$ cat src/rtl/shift_reg_sequencer.sv
// shift_reg_sequencer
//   Command-driven controller placed directly in front of a universal
//   shift/rotate/load register. One command is accepted at a time. Each
//   command becomes a timed sequence: one parallel load, then cnt shift or
//   rotate cycles (or a load only), then a one-cycle done pulse.
//
// Ports
//   clk        system clock, rising edge
//   rst_n      asynchronous active-low reset
//   cmd_valid  command present
//   cmd_ready  command can be accepted (high only in IDLE)
//   cmd_op     00 shift, 01 rotate, 10 load only, 11 nop
//   cmd_dir    shift/rotate direction: 0 toward MSB, 1 toward LSB
//   cmd_cnt    number of shift/rotate cycles after the load
//   cmd_data   word to parallel-load
//   cmd_fill   serial fill bit used during a shift
//   reg_enb    register enable
//   reg_mode   register mode: 00 shift, 01 rotate, 10 load, 11 hold
//   reg_dir    register direction
//   reg_d      register parallel data
//   reg_s_in   register serial input
//   done       one-cycle pulse when a command completes
//
// Handshake: a command transfers on a rising edge where cmd_valid and
// cmd_ready are both 1. cmd_ready depends only on the state register, never
// on cmd_valid. A command offered while busy is simply not taken; the
// source keeps cmd_valid and its fields stable until the transfer edge.
//
// Every output decodes from the state register and the captured command
// fields only, so there is no combinational path from any cmd_* input to
// any output.

module shift_reg_sequencer #(
  parameter int DATA_W = 4,
  parameter int CNT_W  = 3
) (
  input  logic              clk,
  input  logic              rst_n,
  input  logic              cmd_valid,
  output logic              cmd_ready,
  input  logic [1:0]        cmd_op,
  input  logic              cmd_dir,
  input  logic [CNT_W-1:0]  cmd_cnt,
  input  logic [DATA_W-1:0] cmd_data,
  input  logic              cmd_fill,
  output logic              reg_enb,
  output logic [1:0]        reg_mode,
  output logic              reg_dir,
  output logic [DATA_W-1:0] reg_d,
  output logic              reg_s_in,
  output logic              done
);

  localparam logic [1:0] OP_SHIFT  = 2'b00;
  localparam logic [1:0] OP_ROTATE = 2'b01;
  localparam logic [1:0] OP_LOAD   = 2'b10;
  localparam logic [1:0] OP_NOP    = 2'b11;

  localparam logic [1:0] MODE_LOAD = 2'b10;
  localparam logic [1:0] MODE_HOLD = 2'b11;

  typedef enum logic [1:0] {
    S_IDLE = 2'd0,
    S_LOAD = 2'd1,
    S_RUN  = 2'd2,
    S_DONE = 2'd3
  } state_t;

  // Kept as a named enum so checkers can bind to the state directly.
  state_t state, state_nxt;

  logic [1:0]        op_q;
  logic              dir_q;
  logic              fill_q;
  logic [CNT_W-1:0]  cnt_q;
  logic [DATA_W-1:0] data_q;
  logic [CNT_W-1:0]  ctr_q;
  logic              accept;

  assign accept = cmd_valid && cmd_ready;

  // State register
  always_ff @(posedge clk or negedge rst_n) begin
    if (!rst_n) begin
      state <= S_IDLE;
    end else begin
      state <= state_nxt;
    end
  end

  // Captured command fields and the run counter
  always_ff @(posedge clk or negedge rst_n) begin
    if (!rst_n) begin
      op_q   <= '0;
      dir_q  <= 1'b0;
      fill_q <= 1'b0;
      cnt_q  <= '0;
      data_q <= '0;
      ctr_q  <= '0;
    end else begin
      if (accept) begin
        op_q   <= cmd_op;
        dir_q  <= cmd_dir;
        fill_q <= cmd_fill;
        cnt_q  <= cmd_cnt;
        data_q <= cmd_data;
      end
      if (state == S_LOAD) begin
        ctr_q <= cnt_q;
      end else if (state == S_RUN && ctr_q != '0) begin
        // Guarded so the counter can never wrap below zero.
        ctr_q <= ctr_q - 1'b1;
      end
    end
  end

  // Next-state logic
  always_comb begin
    state_nxt = state;
    case (state)
      S_IDLE: begin
        if (accept) begin
          state_nxt = (cmd_op == OP_NOP) ? S_DONE : S_LOAD;
        end
      end
      S_LOAD: begin
        if (op_q == OP_LOAD || cnt_q == '0) begin
          state_nxt = S_DONE;
        end else begin
          state_nxt = S_RUN;
        end
      end
      S_RUN: begin
        // A counter value of 1 marks the last shift/rotate cycle.
        if (ctr_q == {{(CNT_W-1){1'b0}}, 1'b1}) begin
          state_nxt = S_DONE;
        end
      end
      S_DONE: begin
        state_nxt = S_IDLE;
      end
      default: begin
        state_nxt = S_IDLE;
      end
    endcase
  end

  // Output decode
  always_comb begin
    cmd_ready = 1'b0;
    reg_enb   = 1'b0;
    reg_mode  = MODE_HOLD;
    reg_dir   = 1'b0;
    reg_d     = '0;
    reg_s_in  = 1'b0;
    done      = 1'b0;
    case (state)
      S_IDLE: begin
        cmd_ready = 1'b1;
      end
      S_LOAD: begin
        reg_enb  = 1'b1;
        reg_mode = MODE_LOAD;
        reg_d    = data_q;
      end
      S_RUN: begin
        reg_enb  = 1'b1;
        reg_mode = (op_q == OP_ROTATE) ? OP_ROTATE : OP_SHIFT;
        reg_dir  = dir_q;
        // The fill bit only matters for a shift; a rotate recirculates.
        reg_s_in = (op_q == OP_SHIFT) ? fill_q : 1'b0;
      end
      S_DONE: begin
        done = 1'b1;
      end
      default: begin
        cmd_ready = 1'b0;
      end
    endcase
  end

endmodule

$ cat config.mk
export PLATFORM = sky130hd
export DESIGN_NAME = shift_reg_sequencer
export DESIGN_NICKNAME = d
export VERILOG_FILES = /design/src/rtl/shift_reg_sequencer.sv
export SDC_FILE = /design/constraint.sdc
export NUM_CORES = 1
export LEC_CHECK = 0
export ABC_AREA = 1
export ABC_CLOCK_PERIOD_IN_PS = 3000
export CORE_AREA = 4 4 61 63
export DETAILED_ROUTE_END_ITERATION = 16
export DIE_AREA = 0 0 65 67
export DONT_BUFFER_PORTS = 1
export GPL_TIMING_DRIVEN = 0
export PLACE_DENSITY_LB_ADDON = 0.25
export SLEW_MARGIN = 30
export SYNTH_ARGS = -nofsm -noshare
export SYNTH_HDL_FRONTEND = slang
export SYNTH_SLANG_ARGS = --single-unit
$ cat constraint.sdc
create_clock -name clk -period 3 [get_ports clk]
set_input_delay 0.6 -clock clk [delete_from_list [all_inputs] [get_ports clk]]
set_output_delay 0.6 -clock clk [all_outputs]
set_load 0.03 [all_outputs]
; ---- Word-level counts from Yosys, hierarchy flattened
; Cells that the tools add are included.
[word_totals]
regBits = 16
out_inout_bits = 11
word_cells = 43
[op_classes]
addsub = 1
n_eq_ne = 9
muxes = 16
n_reduce_logical = 10
[op_table]
columns = op, count
row1 = $eq A2 B2 Y1 const B, 4
row2 = $mux W1, 8
row3 = $pmux W2 S4, 1
row4 = $mux W2, 3
row5 = $mux W3, 2
row6 = $eq A2 B1 Y1 const B, 2
row7 = $logic_not A2 Y1, 2
row8 = $mux W4, 1
row9 = $pmux W2 S2, 1
row10 = $eq A3 B1 Y1 const B, 1
row11 = $logic_not A3 Y1, 1
row12 = $reduce_bool A3 Y1, 1
row13 = $sub A3 B1 Y3 const B, 1
row14 = $logic_and A1 B1 Y1, 2
row15 = $ne A2 B1 Y1 const B, 1
row16 = $ne A2 B2 Y1 const B, 1
row17 = $reduce_and A2 Y1, 1
row18 = $reduce_bool A2 Y1, 1
row19 = $reduce_or A2 Y1, 1
row20 = $logic_or A1 B1 Y1, 1

; ---- Logic depth before layout (Yosys ltp)
[depth]
word_depth = 5
ltp_mapped = 9
ltp_nobuf = 8

; ---- Worst setup path before layout
; Ideal clock, no wire load.
[synth_path]
kind = register to output
start = register state[0]
end = output port reg_s_in
arrival_time_ns = 1.475
t_required_ns = 2.400
path_slack_ns = 0.925
path_stages_with_launch = 5
path_cell_list = dfrtp_1 inv_1 ha_1 nand2_1 nor3_1
[synth_between]
elab_chain_cells = 2
[synth_rtl]
columns = element, line
row1 = "start, declared", 70  ; state_t state, state_nxt;
row2 = "start signal, assigned", 87  ; state <= state_nxt;
row3 = $eq A2 B2 Y1, 157  ; case (state)
row4 = $mux W1, 157
row5 = "end, declared", 50  ; output logic reg_s_in,
; No other way between the ends.

; ---- Worst setup path after layout
; Ends and elaborated chain as after synthesis.

==> metrics.md <==
| Metric | Value |
|---|---|
| Worst Skew | 0.002369 ns |
| Status | finished, final reports clean |
| Clock-pin slew on the worst setup and hold paths | 0.10 ns |
| Starting Density | 28.96% |
| CP top delay family | simple AND/OR/NAND/NOR gates |
| Hpwl dp | 1441 um |
| Tcrit/Tclk final | 87.36% |
| Yosys reg bits | 16 |
| Core Region | 0.003232 mm^2 |
| Slew HR | 34.84% |
| Distinct cells, synth | 19 |
| Setup TNS | 0 ns |
| First-pass GRT wire length | 2980 um |
| CTS max path bufs | 2 |
| Htree depth | 1 |
| Final nets | 128 |
| Most frequent cells in the layout | nand2_1 (24), dfrtp_1 (16), inv_1 (15) |
| Kind of critical path | reg -> out |
| CP Cell Sequence | inv_1 -> ha_1 -> nand2_1 -> nor3_1 |
| Die X | 65 um |
| Overall power | 0.3669 mW |
| Port Buffers | 0 |
| Unrepaired setup endpoints after global routing | no |
| Register area share after synthesis | 42.78% |
| Die height | 67 um |
| CP peak stage delay | 0.75 ns |
| Commonest non-fill, non-tap cell in the layout | nand2_1 |
| Min Tclk post-route | 2.621 ns |
| Post-synthesis net count | 122 |
| Pwr/cell area | 352.9 mW/mm^2 |
| Via count | 644 |
| Worst hold path class | in -> reg |
| Peak VDD IR | 0.1992 mV |
| DIE AREA | 0.004355 mm^2 |
| Clk Latency, worst-skew pair | 0.29 ns |
| Critical path endpoint category | output port |
| Num CTS Buffers | 3 |
| Pin count of the biggest net entering global routing | 17 |
| Vias per cell | 4.293 |
| I/O pins | 25 |
| Wirelength per Cell | 12.25 um |
| MaxCap Viol Count | 0 |
| Yosys warnings | 0 |
| DRT antenna net count | 0 |
| CTS tree | built |
| CP max stage cell | nor3_1 |
| Drt pass-1 iters | 3 |
| Initial antenna violation count | 0 |
| Fin. Hold Viols | 0 |
| DRC | 0 |
| GRT Overall Usage | 9.081% |
| Final Max Slew Viols | 0 |
| Endpoints failing setup | 0 |
| Startpoint types | register |
| Vias in the first global route | 656 |
| Total Routed Length | 1838 um |
| Worst-Margin Slew | 0.9700 ns |
| Max Fclk | 381.6 MHz |
| Critical Path Fanout Max | 6 |
| Drt initial violations | 7 |
| Post-CTS setup buffer count | 0 |
| Cell Area, Synth | 935.9 um^2 |
| Worst Path Arrival | 2.02 ns |
| Clk root buf | clkbuf_4 |
| Critical path required time | 2.40 ns |
| Placement Rows | 21 |
| Share of layout cells above drive strength 1 | 17.31% |
| GP Congestion | 0.7264 |
| Antenna Cells | 0 |
| Layout area overhead | 11.10% |
| Mean post-synth cell area | 9.454 um^2 |
| Post-Synthesis Cells | 99 |
| GRT overflow | 0 |
| Worst Path Buf+Inv | 1 |
| Leakage | 0.6033 nW |
| Clk sink count | 16 |
-- state kept, by name (all words and copies together) (netlist names) --
| name | flops |
|---|---|
| cnt_q | 3 |
| ctr_q | 3 |
| data_q | 4 |
| dir_q | 1 |
| fill_q | 1 |
| op_q | 2 |
| state | 2 |
-- layer usage --
layer	up-vias	track usage [%]	share of wire, %
li1	323	-	-
met1	305	11.75	48
met4	0	3.166	0.98
met3	2	2.530	3.6
met2	14	14.43	47
met5	-	0	0
-- logic make-up after synthesis --
| logic type | synth area share, % |
|---|---|
| buffers and inverters | 8.422 |
| adder cells (fa/ha/maj) | 12.03 |
| AND/OR/NAND/NOR | 15.51 |
| flip-flops | 42.78 |
| AO/OA/AOI/OAI | 6.016 |
| multiplexers | 15.24 |
-- timing repair --
item / CTS / global route
hold buffers: 1 / 0
hold endpoints to repair: 16 / 0
gates resized for setup: 0 / 0
endpoints found under the setup margin: 0 / 0
-- Yosys cell counts --
library cell	instances	area share, %
nand3b_1	1	0.80
o22ai_1	1	0.67
nand3_1	3	1.6
nand2_2	1	0.67
ha_1	9	12
inv_1	15	6.0
nand2_1	24	9.6
or2_1	1	0.67
mux2_2	2	2.4
a21oi_1	4	2.1
o21ai_1	1	0.53
nor3_1	1	0.53
buf_4	1	0.80
dfrtp_1	16	43
inv_2	1	0.40
mux2_4	8	13
nor2_1	4	1.6
o21ai_0	5	2.7
buf_6	1	1.2
-- power by group --
part / total, mW / internal, mW / switching (mW)
registers: 0.216 / 0.216 / 0
logic: 0.00552 / 0.00133 / 0.00419
clock network: 0.146 / 0.0738 / 0.0721
-- worst reg2reg max path, delay by kind of cell, from the launching register on --
family | cells | cell delay, ns
flip-flops | 1 | 0.43
buffers and inverters | 2 | 0.35
AND/OR/NAND/NOR | 1 | 0.15
multiplexers | 1 | 0.30
adder cells (fa/ha/maj) | 1 | 0.42
-- final timing paths --
check	startpoint	to	slack (ns)	depth (start not counted)
setup / recovery	state[0]$_DFFE_PN0P_	reg_s_in	0.38	4
hold / removal	cmd_data[2]	data_q[2]$_DFFE_PN0P_	0.45	1
setup reg to reg	state[0]$_DFFE_PN0P_	dir_q$_DFFE_PN0P_	1.25	5
hold reg to reg	dir_q$_DFFE_PN0P_	dir_q$_DFFE_PN0P_	0.52	1
max in group asynchronous	rst_n	cnt_q[1]$_DFFE_PN0P_	1.75	1
min in group asynchronous	rst_n	ctr_q[1]$_DFFE_PN0P_	0.80	1
-- metrics by stage --
step	std cells	instance area, um^2	utilization, %	hold WS, ns	setup slack, ns
5_1_grt	150	1040	32.17	0.4341	0.2157
3_3_place_gp	145	993.5	30.74	0.3052	0.6573
2_1_floorplan	99	935.9	-	0.3044	0.9250
4_1_cts	150	1040	32.17	0.4445	0.3266
3_5_place_dp	145	993.5	30.74	0.3053	0.6527
6_report	150	1040	32.17	0.4528	0.3791
-- area by class of cell --
cell class / count / area, um^2
well taps: 46 / 57.56
flip-flops and latches: 16 / 400.4
repair buffers: 1 / 10.01
clock buffers: 4 / 36.28
fillers: 349 / 2192
multi-input cells: 65 / 456.7
inverters: 16 / 60.06
plain buffers: 2 / 18.77
Power figures use the tool's default switching activity.
